File: src/rtl/div_pkg.sv
// Shared types and constants for the sequential restoring divider.
// The states are S_IDLE, S_PREP, S_ITER, S_FIX and S_DONE.
package div_pkg;

  typedef enum logic [2:0] {
    S_IDLE = 3'd0,
    S_PREP = 3'd1,
    S_ITER = 3'd2,
    S_FIX  = 3'd3,
    S_DONE = 3'd4
  } state_t;

  localparam int DIV_WIDTH = 32;
  localparam int DIV_CNT_W = $clog2(DIV_WIDTH);

endpackage

File: src/rtl/div_step.sv
// Single restoring-division step. It shifts the next dividend bit into the
// partial remainder, then does a trial subtract of a + ~b + 1 on WIDTH+1 bits.
module div_step
  import div_pkg::*;
#(
  parameter int WIDTH = DIV_WIDTH
) (
  input  logic [WIDTH-1:0] rem,
  input  logic             dvd_bit,
  input  logic [WIDTH-1:0] divisor_mag,
  output logic [WIDTH-1:0] rem_next,
  output logic             q_bit
);

  logic [WIDTH:0]   shifted;
  logic [WIDTH:0]   b_inv;
  logic [WIDTH:0]   gen;
  logic [WIDTH:0]   prop;
  logic [WIDTH:0]   trial;
  logic [WIDTH+1:0] carry;

  assign shifted  = {rem, dvd_bit};
  assign b_inv    = ~{1'b0, divisor_mag};
  assign carry[0] = 1'b1;

  genvar gi;
  generate
    for (gi = 0; gi <= WIDTH; gi++) begin : g_bit
      assign gen[gi]       = shifted[gi] & b_inv[gi];
      assign prop[gi]      = shifted[gi] ^ b_inv[gi];
      assign carry[gi + 1] = gen[gi] | (prop[gi] & carry[gi]);
      assign trial[gi]     = prop[gi] ^ carry[gi];
    end
  endgenerate

  // If there is a carry out of the subtract, there was no borrow, so the trial remainder is non-negative.
  assign q_bit    = carry[WIDTH+1];
  assign rem_next = q_bit ? trial[WIDTH-1:0] : shifted[WIDTH-1:0];

endmodule

File: src/rtl/div_seq.sv
// Sequential restoring divider that retires one quotient bit per cycle.
// Signed operation is compiled in only when the DIV_SIGNED_EN macro is defined.
module div_seq
  import div_pkg::*;
#(
  parameter int WIDTH = DIV_WIDTH
) (
  input  logic             clk,
  input  logic             rst,
  input  logic             start,
  input  logic             signed_op,
  input  logic [WIDTH-1:0] dividend,
  input  logic [WIDTH-1:0] divisor,
  output logic             busy,
  output logic             done,
  output logic [WIDTH-1:0] quotient,
  output logic [WIDTH-1:0] remainder,
  output logic             div_by_zero
);

  localparam int CNT_W = $clog2(WIDTH);

  state_t state_reg, state_next;

  logic [CNT_W-1:0] cnt_reg;
  logic [WIDTH-1:0] dividend_reg, divisor_reg;
  logic [WIDTH-1:0] rem_reg, quo_reg, dvs_mag_reg;
  logic [WIDTH-1:0] quotient_reg, remainder_reg;
  logic             busy_reg, done_reg, dbz_reg;

  logic [WIDTH-1:0] dvd_mag, dvs_mag, quo_fix, rem_fix;
  logic [WIDTH-1:0] rem_step;
  logic             q_bit;
  logic             div_zero, last_iter;

  assign div_zero  = (divisor_reg == '0);
  assign last_iter = (cnt_reg == CNT_W'(WIDTH - 1));

`ifdef DIV_SIGNED_EN
  logic signed_reg, sign_q_reg, sign_r_reg;
  logic neg_dvd, neg_dvs;

  assign neg_dvd = signed_reg & dividend_reg[WIDTH-1];
  assign neg_dvs = signed_reg & divisor_reg[WIDTH-1];
  // Two's-complement negation of the most-negative value yields 2^(WIDTH-1) as unsigned.
  assign dvd_mag = neg_dvd ? (~dividend_reg + WIDTH'(1)) : dividend_reg;
  assign dvs_mag = neg_dvs ? (~divisor_reg + WIDTH'(1)) : divisor_reg;
  assign quo_fix = sign_q_reg ? (~quo_reg + WIDTH'(1)) : quo_reg;
  assign rem_fix = sign_r_reg ? (~rem_reg + WIDTH'(1)) : rem_reg;

  always_ff @(posedge clk) begin
    if (rst) begin
      signed_reg <= 1'b0;
      sign_q_reg <= 1'b0;
      sign_r_reg <= 1'b0;
    end else if (state_reg == S_IDLE && start) begin
      signed_reg <= signed_op;
    end else if (state_reg == S_PREP) begin
      sign_q_reg <= neg_dvd ^ neg_dvs;
      sign_r_reg <= neg_dvd;
    end
  end
`else
  logic unused_signed_op;
  assign unused_signed_op = signed_op;
  assign dvd_mag = dividend_reg;
  assign dvs_mag = divisor_reg;
  assign quo_fix = quo_reg;
  assign rem_fix = rem_reg;
`endif

  div_step #(.WIDTH(WIDTH)) u_step (
    .rem         (rem_reg),
    .dvd_bit     (quo_reg[WIDTH-1]),
    .divisor_mag (dvs_mag_reg),
    .rem_next    (rem_step),
    .q_bit       (q_bit)
  );

  always_ff @(posedge clk) begin
    if (rst) state_reg <= S_IDLE;
    else     state_reg <= state_next;
  end

  always_comb begin
    state_next = state_reg;
    case (state_reg)
      S_IDLE: if (start) state_next = S_PREP;
      S_PREP: state_next = div_zero ? S_DONE : S_ITER;
      S_ITER: if (last_iter) state_next = S_FIX;
      S_FIX:  state_next = S_DONE;
      S_DONE: state_next = S_IDLE;
      default: state_next = S_IDLE;
    endcase
  end

  always_ff @(posedge clk) begin
    if (rst) begin
      cnt_reg       <= '0;
      dividend_reg  <= '0;
      divisor_reg   <= '0;
      rem_reg       <= '0;
      quo_reg       <= '0;
      dvs_mag_reg   <= '0;
      quotient_reg  <= '0;
      remainder_reg <= '0;
      dbz_reg       <= 1'b0;
      busy_reg      <= 1'b0;
      done_reg      <= 1'b0;
    end else begin
      case (state_reg)
        S_IDLE: begin
          if (start) begin
            dividend_reg <= dividend;
            divisor_reg  <= divisor;
            dbz_reg      <= 1'b0;
          end
        end
        S_PREP: begin
          if (div_zero) begin
            quotient_reg  <= '1;
            remainder_reg <= dividend_reg;
            dbz_reg       <= 1'b1;
          end else begin
            rem_reg     <= '0;
            quo_reg     <= dvd_mag;
            dvs_mag_reg <= dvs_mag;
            cnt_reg     <= '0;
          end
        end
        S_ITER: begin
          // quo_reg doubles as the dividend shifter: its MSB feeds the step as quotient bits fill the LSB.
          rem_reg <= rem_step;
          quo_reg <= {quo_reg[WIDTH-2:0], q_bit};
          cnt_reg <= cnt_reg + CNT_W'(1);
        end
        S_FIX: begin
          quotient_reg  <= quo_fix;
          remainder_reg <= rem_fix;
        end
        default: ;
      endcase
      busy_reg <= (state_next == S_PREP) || (state_next == S_ITER) || (state_next == S_FIX);
      done_reg <= (state_next == S_DONE);
    end
  end

  assign busy        = busy_reg;
  assign done        = done_reg;
  assign quotient    = quotient_reg;
  assign remainder   = remainder_reg;
  assign div_by_zero = dbz_reg;

endmodule

File: config.mk
export PLATFORM = sky130hd
export DESIGN_NAME = div_seq
export DESIGN_NICKNAME = d
export VERILOG_FILES = /design/src/rtl/div_pkg.sv /design/src/rtl/div_step.sv /design/src/rtl/div_seq.sv
export SDC_FILE = /design/constraint.sdc
export NUM_CORES = 1
export LEC_CHECK = 0
export ABC_CLOCK_PERIOD_IN_PS = 21700
export BUFFER_PORTS_ARGS = -buffer_cell sky130_fd_sc_hd__buf_2
export CAP_MARGIN = 20
export CORE_MARGIN = 8
export CORE_UTILIZATION = 52
export CTS_BUF_LIST = sky130_fd_sc_hd__clkbuf_4 sky130_fd_sc_hd__clkbuf_8
export DETAILED_ROUTE_END_ITERATION = 8
export PLACE_DENSITY = 0.8
export SKIP_CTS_REPAIR_TIMING = 1
export SYNTH_ARGS = -nofsm -noshare
export SYNTH_HDL_FRONTEND = slang
export SYNTH_SLANG_ARGS = --single-unit
File: constraint.sdc
create_clock -name clk -period 21.7 [get_ports clk]
set_clock_uncertainty 0.1 [all_clocks]
set_input_delay 0 -clock clk [delete_from_list [all_inputs] [get_ports clk]]
set_output_delay 0 -clock clk [all_outputs]
set_load 0.05 [all_outputs]
==> out/metrics.cfg, run 1 <==
[sta]
rsz0062_at_grt = no
timing.final.ws_setup_ns = 7.838
max_slew.worst_pin.slew_ns = 1.116
layout_worst_path_cycle_share = 0.6388
post-route-min-period_ns = 13.86
maxSlewViolCount = 0
hold_viol = 0
final-setup-viol-count = 0
slew_headroom = 0.2544
fmax_mhz = 72.14
finalSetupTns_ns = 0

[detailed_routing]
totalWireLength_um = 28530
drt_pass1_iterations = 5
avgRoutedWirePerCell_um = 16.61
vias = 9960
viasPerCell = 5.797
final_antenna_net_count = 0
drt-initial-drc-count = 936
drc_errors = 0

[layout]
diodes = 0
n_fill_cell = 1659
drive_gt1_frac = 0.1644
fin_nets = 1524
syn2layout_area_growth_pct = 22.70

[clock_network]
cts.sinks = 235
cts_buffers = 39
clock_latency_ns = 0.54
clk_pin_slew_ns = 0.06
cts_tree = built
clockRootBuffer = clkbuf_8
htreeDepth = 2
cts_buffer_depth = 3

[die]
die_x_um = 159.6
fp.coreArea_um2 = 20230
die_y_um = 159.6
io_pins = 135
rows = 52
dieArea_um2 = 25470
start_util = 0.5298

[logic_synthesis]
synth_warnings = 0
yosysUniqueCellTypes = 45
synth-seq-cells = 235
syn-cell-area_um2 = 10720
synthArstFlopShare = 0
synth_edf_count = 0
synth_seq_area_share = 0.4388
synthesis.nets = 1356
postSynthAreaPerCell_um2 = 8.549
ys.flop_type = dfxtp_1
synth_cells = 1254

[placement]
place_congestion = 0.8089
io_buffers = 133
hpwl_um = 17960
pre_cts_ws_ns = 7.344

[power]
power_switching_w = 0.0003388
internal_power_w = 0.0007767
ir_drop_mv = 0.06066
power.share.combinational = 0.217
swShare = 0.3037
power.leakage_nw = 5.091
power_frac_seq = 0.424
clockPowerShare = 0.359
cellPowerDensity_nw_per_um2 = 84.81

[setup_path]
path_class = register to register
cp-end-kind = register
path_common_cell = fa_1
cp.required_ns = 22.02
cp_slowest_stage_delay_ns = 0.49
critPathLaunchType = register
path_max_fanout = 61
critPathSlowestCell = dfxtp_1
cp_data_arrival_time_ns = 14.18

[grt]
grt_max_degree = 97
overflow = 0
grt_pass1_vias = 8990
grt_pass1_wl_um = 45480
grt_use_total = 0.2075
antenna_found_initial = 0

[min_path]
min_path_type = primary input to register

[flow_run]
max_cap_viol_count = 0

[outcome]
status = completed

## power by group through the flow
stage	Clock [W]	Combinational (W)	Sequential [W]
2_1_floorplan	0	0.000165	0.000486
6_report	0.000401	0.000242	0.000473
3_3_place_gp	0	0.000212	0.000481
3_5_place_dp	0	0.000219	0.000482
4_1_cts	0.000408	0.000221	0.000473
5_1_grt	0.000427	0.000274	0.000476
## worst max-delay path, delay by kind of cell, from the launching register on
kind | cells | cell delay, ns
buf+inv | 3 | 0.40
fa+ha+maj | 32 | 12.21
compound gates | 2 | 0.34
flops | 1 | 0.49
simple gates | 1 | 0.17
## cell usage in the layout, fill, tap and decap left out, types with 34 or more instances in the layout
| cell | instances |
|---|---|
| inv_1 | 34 |
| nand2_1 | 260 |
| nor2_1 | 64 |
| clkbuf_8 | 50 |
| o21ai_0 | 35 |
| dfxtp_1 | 234 |
| nand4_1 | 35 |
| a21oi_1 | 195 |
| o221ai_1 | 65 |
| dlygate4sd3_1 | 95 |
| buf_2 | 132 |
| a32o_1 | 34 |
| and3_1 | 35 |
## cell type report
type	instances	area [um2]	area share
Inverter	35	131.4	0.009988
Sequential cell	235	4706	0.3577
Clock inverter	3	21.27	0.001617
Clock buffer	64	793.3	0.06031
Tap cell	270	337.8	0.02568
Multi-Input combinational cell	862	5358	0.4073
Timing Repair Buffer	249	1807	0.1374
## stage by stage
stage / hold slack, ns / area [um2] / instances / util / power [W]
global route: 0.1674 / 13150 / 1718 / 0.6501 / 0.001177
finish: 0.1659 / 13150 / 1718 / 0.6501 / 0.001116
global placement: 0.1439 / 11340 / 1554 / 0.5606 / 0.0006925
detailed placement: 0.1446 / 11340 / 1554 / 0.5606 / 0.0007011
floorplan: 0.03597 / 10720 / 1254 / - / 0.0006514
CTS: -0.4244 / 12160 / 1621 / 0.6009 / 0.001101
## cell families after synthesis
group,after synthesis,share of synthesized area
multiplexers,31,0.02895
buffers and inverters,157,0.06524
adder cells (fa/ha/maj),34,0.06139
AND/OR/NAND/NOR,426,0.1758
flip-flops,235,0.4388
XOR/XNOR,2,0.001634
AO/OA/AOI/OAI,369,0.2282
## metal layers
metal | global-route usage | part of all wire | up-vias
li1 | - | - | 4818
met1 | 0.2876 | 0.45 | 4692
met2 | 0.3099 | 0.44 | 398
met3 | 0.05274 | 0.082 | 52
met4 | 0.06690 | 0.018 | 0
met5 | 0 | 0 | -
## synth_stat cells (3+ instances only)
library cell	count	area share
fa_1	31	0.058
inv_1	34	0.012
and3_1	35	0.020
a21oi_1	195	0.091
nand2_1	260	0.091
dfxtp_1	235	0.44
mux2i_1	31	0.029
nor2b_1	3	0.0018
a221o_1	32	0.030
nand4_1	35	0.020
o221ai_1	65	0.053
nor2_1	65	0.023
clkbuf_1	77	0.027
buf_2	28	0.013
buf_1	6	0.0021
nor4_1	8	0.0047
buf_6	9	0.0095
o21ai_0	35	0.016
ha_1	3	0.0035
a32o_1	34	0.032
nand3_1	3	0.0014
## final timing paths
kind	endpoint	start	cells after the start	slack, ns
max reg2reg	rem_fix[2]	quo_fix[31]	38	7.84
min reg2reg	dvs_mag_reg[16]	divisor_reg[16]	2	0.36
min	dividend_reg[24]	dividend[24]	4	0.17
max	rem_fix[2]	quo_fix[31]	38	7.84
No activity file was read; power rests on OpenSTA's default activity.
==> run 2: changes to the inputs <==
ABC_CLOCK_PERIOD_IN_PS = 11200   (was 21700)
PLACE_DENSITY = 0.83   (was 0.8)
clock period = 11.2 ns   (was 21.7 ns; I/O delays follow)
==> out/metrics.cfg, run 2 (same netlist as run 1, synthesis figures left out) <==
[outcome]
status = finished, violations left
violations = setup timing

[grt]
grt_pass1_vias = 8926  ; -0.71%
grt_pass1_wl_um = 45890  ; +0.90%
grt_max_degree = 75  ; -23%
antenna_found_initial = 1  ; +1
grt_use_total = 0.2116  ; +0.004091
overflow = 0  ; unchanged

[placement]
hpwl_um = 18550  ; +3.2%
placed_area_um2 = 11510  ; +1.4%
place_congestion = 0.8415  ; +4.0%
io_buffers = 133  ; unchanged
pre_cts_ws_ns = -0.8766  ; -8.220 ns

[power]
p_total_w = 0.002194  ; +97%
ir_drop_mv = 0.08655  ; +43%
power.leakage_nw = 5.070  ; -0.40%
cellPowerDensity_nw_per_um2 = 165.7  ; +95%

[sta]
timing.final.ws_setup_ns = -0.9013  ; -8.740 ns
whs_ns = 0.1583  ; -0.007593 ns
post-route-min-period_ns = 12.10  ; -1.760 ns
slew_headroom = 0.2751  ; +0.02072
maxSlewViolCount = 0  ; unchanged
rsz0062_at_grt = yes
fmax_mhz = 82.64  ; +15%
hold_viol = 0  ; unchanged
max_slew.worst_pin.slew_ns = 1.085  ; -0.03100 ns
final-setup-viol-count = 33  ; +33
finalSetupTns_ns = -28.80  ; -28.80 ns
layout_worst_path_cycle_share = 1.080  ; +0.4417

[die]
die_x_um = 159.6  ; unchanged
die_y_um = 159.6  ; unchanged
fp.coreArea_um2 = 20230  ; unchanged
start_util = 0.5298  ; unchanged
dieArea_um2 = 25470  ; unchanged
rows = 52  ; unchanged
io_pins = 135  ; unchanged

[layout]
final_common_cell = nand2_1
mostFrequentLayoutCells = nand2_1 (260), dfxtp_1 (233), a21oi_1 (194)
fin_nets = 1528  ; +0.26%
drive_gt1_frac = 0.1921  ; +0.02776
syn2layout_area_growth_pct = 23.52
final_area_um2 = 13240  ; +0.67%

[setup_path]
cp_data_arrival_time_ns = 12.41  ; -1.77 ns
path_buf_inv = 4  ; +1
critPathSlowestCell = fa_2
path_class = register to register
cp-end-kind = register
cp.required_ns = 11.51  ; -10.51 ns
critPathLaunchType = register
path_common_cell = fa_2
crit_family = adder cells
path_max_fanout = 5  ; -92%
cp_slowest_stage_delay_ns = 0.37  ; -0.12 ns

[clock_network]
htreeDepth = 2  ; unchanged
cts_buffers = 39  ; unchanged
clock_latency_ns = 0.53  ; about the same
clockRootBuffer = clkbuf_8
cts_buffer_depth = 3  ; unchanged
cts_tree = built
clk_pin_slew_ns = 0.06  ; about the same
cts.sinks = 235  ; unchanged

[flow_run]
max_cap_viol_count = 0  ; unchanged

[detailed_routing]
totalWireLength_um = 29870  ; +4.7%
drt-initial-drc-count = 1031  ; +10%
vias = 10110  ; +1.5%
drc_errors = 0  ; unchanged
drt_pass1_iterations = 5  ; unchanged
avgRoutedWirePerCell_um = 17.39  ; +4.7%
final_antenna_net_count = 0  ; unchanged
viasPerCell = 5.884  ; +1.5%

[min_path]
min_path_type = primary input to register

## run 2: cell count changes in the layout (fill, tap and decap cells not counted), moves of 2 or more
cell / delta
clkbuf_4: -6
fa_1: -31
buf_6: +2
buf_4: +7
inv_2: +2
inv_1: -2
fa_2: +31
clkinv_2: +2
dlygate4sd3_1: -5
## run 2: final cells by class
class	instances	area, um2
diodes	1	2.502
multi-input cells	862	5454
flip-flops and latches	235	4707
repair buffers	253	1832
clock inverters	3	15.01
clock buffers	59	762.0
inverters	35	131.4
fillers	1587	6993
well taps	270	337.8
## run 2: final timing paths
| check | startpoint | end | slack (ns) | depth (start not counted) |
|---|---|---|---|---|
| setup reg to reg | quo_fix[31] | rem_fix[22] | -0.90 | 39 |
| setup / recovery | quo_fix[31] | rem_fix[22] | -0.90 | 39 |
| hold / removal | divisor[31] | divisor_reg[31] | 0.16 | 4 |
| hold reg to reg | div_by_zero | div_by_zero | 0.36 | 2 |
## run 2: metal layers
layer	GRT usage	part of all wire	up-vias
li1	-	-	4820
met3	0.05274	0.088	60
met4	0.07376	0.026	0
met5	0	0	-
met2	0.3139	0.45	473
met1	0.2934	0.44	4756
## run 2: worst min-delay path: stages
cell and delay, ns:
dlygate4sd3_1 0.51, buf_2 0.09, nand2_1 0.04, a21oi_1 0.10
## run 2: power breakdown
part | internal [W] | switching, W | total, W
registers | 0.000878 | 0.0000409 | 0.000919
logic | 0.000216 | 0.000302 | 0.000518
clock network | 0.000429 | 0.000328 | 0.000757
## run 2: per-stage QoR
| step | utilization | cells |
|---|---|---|
| floorplan | - | 1254 |
| global placement | 0.5687 | 1562 |
| detailed placement | 0.5687 | 1562 |
| CTS | 0.6071 | 1624 |
| global route | 0.6544 | 1718 |
| finish | 0.6544 | 1718 |
